==> src/rtl/event_packetizer_pkg.sv <==
// Shared types and helpers for the event packetizer and its FIFO.
// The optional drop-on-full mode is selected with the EVENT_DROP_EN macro.
package event_packetizer_pkg;

  localparam int DEF_ROW_ADD = 4;
  localparam int DEF_COL_ADD = 4;
  localparam int DEF_SIZE    = 32;

  localparam logic POLARITY_ON = 1'b1;

  // Packet layout for the default geometry, MSB first.
  typedef struct packed {
    logic [DEF_SIZE-1:0]    ts;
    logic [DEF_ROW_ADD-1:0] row;
    logic [DEF_COL_ADD-1:0] col;
    logic                   pol;
  } event_pkt_t;

  function automatic int pkt_width(input int size, input int row_add, input int col_add);
    return size + row_add + col_add + 1;
  endfunction

endpackage

==> src/rtl/event_packetizer_sync_fifo.sv <==
// Synchronous FIFO with a registered level and a registered head word.
// The head register is refilled from the array or bypassed from din when the FIFO drains.
module sync_fifo #(
  parameter  int WIDTH = 8,
  parameter  int DEPTH = 16,
  localparam int AW    = $clog2(DEPTH),
  localparam int LW    = $clog2(DEPTH + 1)
) (
  input  logic             clk,
  input  logic             srst,
  input  logic             push,
  input  logic [WIDTH-1:0] din,
  input  logic             pop,
  output logic             full,
  output logic             empty,
  output logic [WIDTH-1:0] dout,
  output logic [LW-1:0]    level
);

  logic [WIDTH-1:0] mem [DEPTH];
  logic [AW-1:0]    wr_ptr_reg;
  logic [AW-1:0]    rd_ptr_reg;
  logic [AW-1:0]    rd_ptr_next;
  logic [LW-1:0]    level_reg;
  logic [LW-1:0]    level_next;
  logic [LW-1:0]    held;
  logic [WIDTH-1:0] dout_reg;
  logic             push_ok;
  logic             pop_ok;

  assign full        = (level_reg == LW'(DEPTH));
  assign empty       = (level_reg == '0);
  assign push_ok     = push && !full;
  assign pop_ok      = pop && !empty;
  assign rd_ptr_next = rd_ptr_reg + AW'(pop_ok);
  assign held        = level_reg - LW'(pop_ok);
  assign level_next  = held + LW'(push_ok);

  always_ff @(posedge clk) begin
    if (push_ok) begin
      mem[wr_ptr_reg] <= din;
    end
  end

  always_ff @(posedge clk) begin
    if (srst) begin
      wr_ptr_reg <= '0;
      rd_ptr_reg <= '0;
      level_reg  <= '0;
      dout_reg   <= '0;
    end else begin
      wr_ptr_reg <= wr_ptr_reg + AW'(push_ok);
      rd_ptr_reg <= rd_ptr_next;
      level_reg  <= level_next;
      // Entries surviving the pop come from the array; otherwise the pushed word becomes the head.
      if (held != '0) begin
        dout_reg <= mem[rd_ptr_next];
      end else if (push_ok) begin
        dout_reg <= din;
      end
    end
  end

  assign dout  = dout_reg;
  assign level = level_reg;

endmodule

==> src/rtl/event_packetizer.sv <==
// Timestamps granted pixel events and queues them for the readout link.
// Define EVENT_DROP_EN to never stall the arbiter and count events lost while full.
module event_packetizer
  import event_packetizer_pkg::*;
#(
  parameter  int ROW_ADD = 4,
  parameter  int COL_ADD = 4,
  parameter  int SIZE    = 32,
  parameter  int DEPTH   = 16,
  parameter  int TS_DIV  = 1,
  localparam int WIDTH   = pkt_width(SIZE, ROW_ADD, COL_ADD),
  localparam int LEVEL_W = $clog2(DEPTH + 1)
) (
  input  logic               clk_i,
  input  logic               reset_i,
  input  logic               enable_i,
  input  logic               ev_valid_i,
  output logic               ev_ready_o,
  input  logic [ROW_ADD-1:0] ev_row_i,
  input  logic [COL_ADD-1:0] ev_col_i,
  input  logic               ev_pol_i,
  output logic               pkt_valid_o,
  input  logic               pkt_ready_i,
  output logic [WIDTH-1:0]   pkt_data_o,
  output logic [LEVEL_W-1:0] fifo_level_o,
  output logic [15:0]        drop_cnt_o
);

  localparam int              PRE_W    = (TS_DIV > 1) ? $clog2(TS_DIV) : 1;
  localparam logic [PRE_W-1:0] PRE_LAST = PRE_W'(TS_DIV - 1);

  logic [PRE_W-1:0] pre_reg;
  logic [SIZE-1:0]  ts_reg;
  logic [WIDTH-1:0] din;
  logic             full;
  logic             empty;
  logic             push;

  always_ff @(posedge clk_i) begin
    if (reset_i) begin
      pre_reg <= '0;
      ts_reg  <= '0;
    end else if (enable_i) begin
      if (pre_reg == PRE_LAST) begin
        pre_reg <= '0;
        ts_reg  <= ts_reg + SIZE'(1);
      end else begin
        pre_reg <= pre_reg + PRE_W'(1);
      end
    end
  end

  assign din = {ts_reg, ev_row_i, ev_col_i, ev_pol_i};

`ifdef EVENT_DROP_EN
  logic [15:0] drop_reg;

  assign ev_ready_o = 1'b1;
  assign push       = ev_valid_i && !full;

  always_ff @(posedge clk_i) begin
    if (reset_i) begin
      drop_reg <= '0;
    end else if (ev_valid_i && full && (drop_reg != 16'hFFFF)) begin
      drop_reg <= drop_reg + 16'd1;
    end
  end

  assign drop_cnt_o = drop_reg;
`else
  // Registered so ready stays low through reset without a path from reset_i.
  logic run_reg;

  always_ff @(posedge clk_i) begin
    if (reset_i) begin
      run_reg <= 1'b0;
    end else begin
      run_reg <= 1'b1;
    end
  end

  assign ev_ready_o = run_reg && !full;
  assign push       = ev_valid_i && ev_ready_o;
  assign drop_cnt_o = '0;
`endif

  sync_fifo #(
    .WIDTH (WIDTH),
    .DEPTH (DEPTH)
  ) u_fifo (
    .clk   (clk_i),
    .srst  (reset_i),
    .push  (push),
    .din   (din),
    .pop   (pkt_valid_o && pkt_ready_i),
    .full  (full),
    .empty (empty),
    .dout  (pkt_data_o),
    .level (fifo_level_o)
  );

  assign pkt_valid_o = !empty;

endmodule

==> config.mk <==
export PLATFORM = sky130hd
export DESIGN_NAME = event_packetizer
export DESIGN_NICKNAME = d
export VERILOG_FILES = /design/src/rtl/event_packetizer_pkg.sv /design/src/rtl/event_packetizer_sync_fifo.sv /design/src/rtl/event_packetizer.sv
export SDC_FILE = /design/constraint.sdc
export NUM_CORES = 1
export LEC_CHECK = 0
export BUFFER_PORTS_ARGS = -buffer_cell sky130_fd_sc_hd__buf_2
export CAP_MARGIN = 5
export CELL_PAD_IN_SITES_DETAIL_PLACEMENT = 1
export CELL_PAD_IN_SITES_GLOBAL_PLACEMENT = 1
export CORE_MARGIN = 2
export CORE_UTILIZATION = 40
export CTS_BUF_LIST = sky130_fd_sc_hd__clkbuf_2 sky130_fd_sc_hd__clkbuf_4 sky130_fd_sc_hd__clkbuf_8
export DETAILED_ROUTE_END_ITERATION = 6
export PLACE_DENSITY = 0.61
export SYNTH_ARGS = -nofsm -noshare
export SYNTH_HDL_FRONTEND = slang
export SYNTH_SLANG_ARGS = --single-unit
export TNS_END_PERCENT = 10
==> constraint.sdc <==
create_clock -name clk_i -period 5.7 [get_ports clk_i]
set_input_delay 0.57 -clock clk_i [delete_from_list [all_inputs] [get_ports clk_i]]
set_output_delay 0.57 -clock clk_i [all_outputs]
set_load 0.005 [all_outputs]
Yosys cells after proc, flatten, opt, wreduce, memory -nomap -nowiden
Memories as Yosys holds them, arrays and structs flattened.
Cells that the tools add are included.
{"block": "word_totals", "register_bits": 88, "ram_bits": 656, "elab_cells": 33, "n_memories": 1}
{"memory": "u_fifo.mem", "depth": 16, "word_bits": 41, "rd": 1, "rd_clocked_by_memory_dff": 0, "write_ports": 1, "line": "event_packetizer_sync_fifo.sv:20", "source": "logic [WIDTH-1:0] mem [DEPTH];"}
{"block": "classes", "addsub": 6, "n_eq_ne": 1, "n_mux": 6, "bitwise_logic": 1, "n_reduce_logical": 11}
{"operator": "$mux 41", "n": 2}
{"operator": "$add 32x1->32 const B", "n": 1}
{"operator": "$add 4x1->4", "n": 2}
{"operator": "$add 5x1->5", "n": 1}
{"operator": "$eq 5x5->1 const B", "n": 1}
{"operator": "$logic_and 1x1->1", "n": 5}
{"operator": "$logic_not 5->1", "n": 1}
{"operator": "$reduce_bool 5->1", "n": 1}
{"operator": "$sub 5x1->5", "n": 1}
{"operator": "$mux 1", "n": 4}
{"operator": "$logic_not 1->1", "n": 2}
{"operator": "$reduce_and 2->1", "n": 1}
{"operator": "$reduce_bool 2->1", "n": 1}
{"operator": "$add 1x1->1 const B", "n": 1}
{"operator": "$not 1->1", "n": 1}

Depth between registers and ports, before layout
Gate-level depths: netlist (run 1).
{"block": "depth", "ltp_word": 7, "mapped_depth": 11, "ltp_nobuf": 11}

Hierarchy
A second synthesis (run 1) with hierarchy kept.
{"block": "hier_totals", "cells_unflattened": 1421, "area_unflattened_um2": 28876.4}
{"mod": "sync_fifo", "instances": 1, "cells_per_inst": 1222, "area_each_um2": 27154.8, "seq_area_each_um2": 20779.9}
{"mod": "event_packetizer", "instances": 1, "cells_per_inst": 199, "area_each_um2": 1721.7, "seq_area_each_um2": 660.6}

Worst setup path before layout (run 1)
Ideal clock, no wire load.
{"block": "synth_path", "path_kind": "input-to-reg", "start": "input port ev_valid_i", "end": "memory u_fifo.mem[6][0] (netlist name) (enable)", "setup_time_ps": 490, "arrival_time_ps": 4057, "t_required_ps": 5210, "path_slack_ps": 1153, "cell_stages": 5, "path_buffers": 1, "path_cell_list": "nand2_1 -> a21oi_4 -> buf_4 -> nand3_1 -> nor3_1"}
{"block": "synth_between", "elab_chain_len": 4}
{"item": "start: declaration", "line": "event_packetizer.sv:17", "source": "input logic ev_valid_i,"}
{"item": "$logic_and 1x1->1", "line": "event_packetizer.sv:83", "source": "assign push = ev_valid_i && ev_ready_o;"}
{"item": "$logic_and 1x1->1", "line": "event_packetizer_sync_fifo.sv:33", "source": "assign push_ok = push && !full;"}
{"item": "$mux 1", "line": "event_packetizer_sync_fifo.sv:40", "source": "if (push_ok) begin"}
{"item": "$mux 1 (not written as such)", "line": "event_packetizer_sync_fifo.sv:41", "source": "mem[wr_ptr_reg] <= din;"}
{"item": "end: declaration", "line": "event_packetizer_sync_fifo.sv:20"}
No other way between the ends.

Final worst setup path (run 1)
{"block": "layout_path", "start": "register u_fifo.level_reg[2], in the netlist u_fifo.level[2]", "end": "register u_fifo.dout_reg[19], in the netlist u_fifo.dout[19]"}
{"block": "layout_between", "elab_chain_len": 7, "elab_cells_between_ends": 15}
{"item": "start: declaration", "line": "event_packetizer_sync_fifo.sv:24", "source": "logic [LW-1:0] level_reg;"}
{"item": "start signal: assignment", "line": "event_packetizer_sync_fifo.sv:54", "source": "level_reg <= level_next;"}
{"item": "$logic_not 5->1 *", "line": "event_packetizer_sync_fifo.sv:32", "source": "assign empty = (level_reg == '0);"}
{"item": "$logic_not 1->1 *", "line": "event_packetizer_sync_fifo.sv:34, event_packetizer.sv:102"}
{"item": "$logic_and 1x1->1", "line": "event_packetizer.sv:95", "source": ".pop (pkt_valid_o && pkt_ready_i),"}
{"item": "$logic_and 1x1->1 *", "line": "event_packetizer_sync_fifo.sv:34", "source": "assign pop_ok = pop && !empty;"}
{"item": "$add 4x1->4 *", "line": "event_packetizer_sync_fifo.sv:35", "source": "assign rd_ptr_next = rd_ptr_reg + AW'(pop_ok);"}
{"item": "via u_fifo.rd_ptr_next[0]", "line": "event_packetizer_sync_fifo.sv:23", "source": "logic [AW-1:0] rd_ptr_next;"}
{"item": "$mem_v2 16x41 *"}
{"item": "$mux 41 *", "line": "event_packetizer_sync_fifo.sv:56", "source": "if (held != '0) begin"}
{"item": "end signal: assignment", "line": "event_packetizer_sync_fifo.sv:57", "source": "dout_reg <= mem[rd_ptr_next];"}
{"item": "end signal: assignment", "line": "event_packetizer_sync_fifo.sv:59", "source": "dout_reg <= din;"}
{"item": "end: declaration", "line": "event_packetizer_sync_fifo.sv:27", "source": "logic [WIDTH-1:0] dout_reg;"}
Mark *: on every way through the listed nets, which the timed path passes. The rest lies on a longest branch.
A chain may end at the register's enable or synchronous reset.

==> flow_summary.ini, run 1 <==
[place]
pre_cts_ws_ns = 1.99
gp_congestion = 0.720
dp_hpwl_mm = 39.2
port_buffers = 61

[power_and_ir_drop]
cellPowerDensity_nw_per_um2 = 460
leakagePower_nw = 10.1
peakVddDrop_mv = 0.396

[worst_setup_path]
cp.required_ns = 6.24
cpMaxStageDelayCell = ha_4
critPathMaxStageDelay_ns = 0.88
path_class = reg -> reg
path_cells = nor4_4, nand2_1, and2_1, ha_4, buf_4, mux4_2, mux2i_1, o221ai_1
critPathMaxFanout = 38
end_kind = flip-flop
cp_top_family = adder cells
startpoint_type = flip-flop
crit_arrival_ns = 4.21
path_buf_inv = 1

[clocking]
clock_sinks = 743
clockBufferDepth = 3
cts_max_level = 3
cts-root-buf = clkbuf_8
post_cts_resized = 0
post-cts-setup-buffer-count = 0
clk_pin_slew_worst_paths_ns = 0.06
cts_tree = done
clk_latency_ns = 0.71
cts_made_buffers = 120
hold_buffers = 0

[timing]
setup_ws_ns = 2.03
worst_pin_slew_ns = 1.18
skew_ns = 0.0273
setup_viol = 0
fin_setup_tns_ns = 0
rsz0062_at_grt = false
period_minus_slack_ns = 3.67
holdWs_ns = 0.246
slew_headroom_pct = 21.4
hold_viol = 0
post-route-period-util_pct = 64.4
drv_slew = 0
fmax_ghz = 0.273

[drt]
detail_route.wl_per_cell_um = 26.1
via_count = 14138
first_pass_iters = 5
drc = 0
wirelength_mm = 68.4
viasPerCell = 5.39
ant_nets = 0
drtIter0Drc = 985

[grt]
grt_max_degree = 49
grt_pass1_vias = 15714
overflow = 0
grt_pass1_wl_mm = 103
grt_util_all_layers_pct = 18.9
grt_antenna_before_repair = 1

[layout]
fin_nets = 1588
largest_reg_flops = 656
finalCoreUtilization_pct = 46.2
syn2layout_area_growth_pct = 14.6
final_layout_size_suffix_gt1_share_pct = 32.7

[floorplanning]
dieWidth_um = 272
num_rows = 98
dieArea_um2 = 74000
core-area_um2 = 71400
io_pins = 78
initial_core_util_pct = 40.3
die_h_um = 272

[yosys]
synthArstFlopShare_pct = 0
ys_warn_count = 0
ys_types = 47
ys.flop_type = edfxtp_1
ys_seq_elements = 743
synth-edff-count = 656
netlist_area_um2 = 28700
netlist_instances = 1402
seq_area_frac_synth_pct = 74.6
avgSynthCellArea_um2 = 20.5

[worst_hold_path]
hp-class = in -> reg

[flow_run]
drv_cap = 0

[outcome]
status = finished, final reports clean
## cell usage in the layout (no fill, tap or decap), types with 3 or more instances in the layout
master     instances
mux2i_1           90
nand2_1           53
conb_1            16
buf_12             6
mux4_2           164
nand4_1            9
nor2_1            37
or3_1              6
nor2_4            12
and3_1             5
xor2_1            23
clkinv_1          24
and2_1             3
o221ai_1          35
a21oi_1            6
bufinv_16          5
ha_1               7
nor3_1             3
o21ai_0           12
dfxtp_1           87
o22a_1             6
buf_4             41
inv_1              7
clkbuf_4          42
xnor2_1            9
nor3_2             4
mux2_2            34
clkinv_2          22
nor2b_1            6
nand3_1           15
buf_2             61
edfxtp_1         656
clkbuf_8         134
and4_1             3
## where the power goes
part	internal (W)	switching, W
registers	0.00607	0.000162
clock network	0.00265	0.00208
logic	0.00205	0.00213
## metal layers
layer,track usage (%),routed length (um),vias to the layer above
met5,0,0,-
met4,5.06,1450,0
met3,3.16,2580,111
met2,31.9,34500,287
met1,25.5,29900,7675
li1,-,-,6065
## cell usage after synthesis (3+ instances only)
cell      number  area, um2
and3_1         5       31.3
o221ai_1      35        307
xor2_1        25        219
mux2_2        34        383
mux2i_1       90        901
nor2_1        49        184
dfxtp_1       87       1740
buf_1          6       22.5
ha_1           9        113
nor2b_1        6       37.5
and4_1         3       26.3
buf_6          3       33.8
a21oi_1        6       30.0
clkbuf_1      20       75.1
nand4_1        9       56.3
inv_1          7       26.3
xnor2_1        9       78.8
nand3_1       15       75.1
and2_1         3       18.8
edfxtp_1     656      19700
o21ai_0       12       60.1
buf_2         21        105
o22a_1         6       52.6
nand2_1       54        203
nor3_1         7       35.0
buf_4         31        233
or3_1          6       37.5
mux4_2       164       3690
## stage by stage
stage | std cells | power (W) | instance area (um2)
after CTS | 2622 | 0.0154 | 32900
after global routing | 2623 | 0.0159 | 32900
after global placement | 2393 | 0.0106 | 30400
after detailed placement | 2393 | 0.0106 | 30400
final | 2623 | 0.0151 | 32900
after floorplan | 1417 | 0.00945 | 28800
## worst register-to-register path: cells and delay by family, from the launching register on
kind / cells / cell delay [ns]
mux: 2 / 0.80
flops: 1 / 0.39
buf+inv: 1 / 0.51
fa+ha+maj: 1 / 0.88
simple gates: 3 / 0.76
compound gates: 1 / 0.14
## cells by family after synthesis
group	share of synthesized area (%)
buf+inv	1.75
mux	17.4
fa+ha+maj	0.392
flops	74.6
other cells	0.0130
compound gates	1.76
simple gates	3.03
xor+xnor	1.09
## path summary, 6_finish.rpt
kind	start	end	slack, ns	depth (start not counted)
setup / recovery	u_fifo.level[2]	u_fifo.dout[19]	2.03	8
hold / removal	enable_i	ts_reg[0]	0.25	3
hold reg to reg	u_fifo.dout[23]	u_fifo.dout[23]	0.58	3
setup reg to reg	u_fifo.level[2]	u_fifo.dout[19]	2.03	8
## area by class of cell
class / count / area [um2]
Fill cell: 6699 / 38400
Clock buffer: 176 / 2160
Tap cell: 950 / 1190
Timing Repair Buffer: 108 / 733
Antenna cell: 1 / 2.50
Multi-Input combinational cell: 585 / 7020
Sequential cell: 743 / 21400
Clock inverter: 53 / 365
Inverter: 7 / 26.3
Power figures use the tool's default switching activity.
==> run 2: changes to the inputs <==
==> constraint.sdc (replaced) <==
create_clock -name clk_i -period 3.7 [get_ports clk_i]
set_input_delay 0.37 -clock clk_i [delete_from_list [all_inputs] [get_ports clk_i]]
set_output_delay 0.37 -clock clk_i [all_outputs]
set_load 0.005 [all_outputs]
==> run 2 against run 1 <==
Utilization up 0.47 points. Sequential power up 53%. Wire length up 2.1%. First-iteration DRC count up 11%. Register-to-register slack worse by 1.5 ns. Count of clock-buffer cells in the layout up 3. Non-clock buffer count up 28. Sequential cell count unchanged. Setup slack worse by 1.5 ns. Hold slack better by 0.11 ns. Combinational power up 50%. Via count up 0.49%. Largest cell class unchanged.
==> flow_summary.ini, run 2 (synthesis results as in run 1) <==
[worst_setup_path]
cp.required_ns = 4.26
end_kind = flip-flop
cp_top_family = multiplexers
critPathMaxFanout = 72
path_buf_inv = 1
path_class = reg -> reg
rrSetupSlack_ns = 0.52
r2r-end = u_fifo.dout[19]
regToRegStartpoint = u_fifo.level[2]
critPathMaxStageDelay_ns = 0.59
crit_arrival_ns = 3.74
path_cells = nor4_4, nand2_1, and2_1, ha_4, buf_12, mux4_2, mux2i_1, o221ai_1
worstRegToRegCells = 8
cpMaxStageDelayCell = mux4_2
startpoint_type = flip-flop

[layout]
multi_input_area_um2 = 7030
final_cell_mix = edfxtp_1, mux4_2, clkbuf_8
largest_reg_flops = 656
fill_cells = 6668
syn2layout_area_growth_pct = 15.8
fin_nets = 1616
final_layout_size_suffix_gt1_share_pct = 33.0
area.sequential_um2 = 21400
fin_area_um2 = 33300
final_common_cell = edfxtp_1

[timing]
slew_headroom_pct = 49.0
worst_pin_slew_ns = 0.764
post-route-period-util_pct = 86.0
period_minus_slack_ns = 3.18
setup_viol = 0
fmax_ghz = 0.314
setup_ws_ns = 0.518
rsz0062_at_grt = false
hold_viol = 0
drv_slew = 0
skew_ns = 0.0456

[grt]
grt_max_degree = 73
grt_pass1_wl_mm = 104
grt_antenna_before_repair = 1
grt_util_all_layers_pct = 19.2
overflow = 0
grt_pass1_vias = 15488

[clocking]
clockBufferDepth = 3
clock_sinks = 743
clk_latency_ns = 0.74
cts-root-buf = clkbuf_8
post-cts-setup-buffer-count = 0
cts_max_level = 3
hold_buffers = 11
cts_tree = done
post_cts_resized = 0
clk_pin_slew_worst_paths_ns = 0.06
cts_made_buffers = 120

[floorplanning]
io_pins = 78
num_rows = 98
core-area_um2 = 71400
die_h_um = 272
dieArea_um2 = 74000
dieWidth_um = 272
initial_core_util_pct = 40.3

[drt]
drtIter0Drc = 1093
first_pass_iters = 5
wirelength_mm = 69.9
detail_route.wl_per_cell_um = 26.4
drc = 0
via_count = 14207
viasPerCell = 5.37
ant_nets = 0

[power_and_ir_drop]
p_switching_w = 0.00668
leakagePower_nw = 10.2
clkPwrFrac_pct = 31.9
swShare_pct = 28.7
cellPowerDensity_nw_per_um2 = 699
seq_power_share_pct = 41.1
p_int_w = 0.0166
p_comb_share_pct = 27.0
peakVddDrop_mv = 0.738

[worst_hold_path]
holdPathStages = 5
min_from = ev_valid_i
holdPathEnd = u_fifo.level[0]
hp-class = in -> reg

[place]
gp_congestion = 0.742
port_buffers = 61
postPlaceCellArea_um2 = 30600
pre_cts_ws_ns = 0.475
dp_hpwl_mm = 36.8

[outcome]
status = finished, final reports clean

[flow_run]
drv_cap = 0
[run 2: changes by cell type in the layout (fill, tap and decap cells not counted), sizes merged]
| cell | delta |
|---|---|
| clkbuf | +3 |
| diode | +1 |
| clkinv | -9 |
| inv | +3 |
| dlygate4sd3 | +11 |
| clkinvlp | -1 |
| buf | +17 |
[run 2: cell type report]
cell class / instances / share of cell area [%]
inverter: 7 / 0.0790
sequential: 743 / 64.4
tap: 950 / 3.57
clock buffer: 179 / 6.61
clock inverter: 46 / 1.05
multi-input combinational: 585 / 21.1
antenna: 2 / 0.0150
timing repair buffer: 136 / 3.11
[run 2: worst register-to-register path: stages (launching register included)]
cell	delay [ns]
dfxtp_1	0.39
nor4_4	0.39
nand2_1	0.11
and2_1	0.21
ha_4	0.35
buf_12	0.50
mux4_2	0.65
mux2i_1	0.27
o221ai_1	0.16
[run 2: worst max-delay path by stage]
stage               startpoint          endpoint  slack [ns]  cells after the start
3_5_place_dp   u_fifo.level[2]   u_fifo.dout[19]        0.48                      8
6_report       u_fifo.level[2]   u_fifo.dout[19]        0.52                      8
2_1_floorplan  u_fifo.level[3]  u_fifo.mem[4][0]       -0.82                      5
4_1_cts        u_fifo.level[2]   u_fifo.dout[19]        0.43                      8
3_3_place_gp   u_fifo.level[2]   u_fifo.dout[19]        0.56                      8
5_1_grt        u_fifo.level[2]   u_fifo.dout[19]        0.32                      8
[run 2: per-layer routing]
metal	track usage [%]	share of wire [%]
met4	5.88	2.0
met2	32.9	51
met5	0	0
met3	2.97	4.3
met1	25.4	43
[run 2: metrics by stage]
| stage | total power (W) | hold WS, ns | setup TNS [ns] | std cells | utilization (%) |
|---|---|---|---|---|---|
| finish | 0.0233 | 0.357 | 0 | 2648 | 46.6 |
| global route | 0.0244 | 0.365 | 0 | 2647 | 46.6 |
| CTS | 0.0237 | 0.307 | 0 | 2646 | 46.6 |
| detailed placement | 0.0162 | 0.561 | 0 | 2410 | 42.9 |
| global placement | 0.0161 | 0.560 | 0 | 2410 | 42.9 |
| floorplan | 0.0146 | 0.464 | -98.90 | 1417 | - |
[run 2: power by group through the flow]
stage	registers, W	logic (W)	clock network (W)
global route	0.00959	0.00686	0.00796
CTS	0.00958	0.00651	0.00760
floorplan	0.00968	0.00488	0
finish	0.00956	0.00629	0.00741
detailed placement	0.00975	0.00647	0
global placement	0.00974	0.00639	0
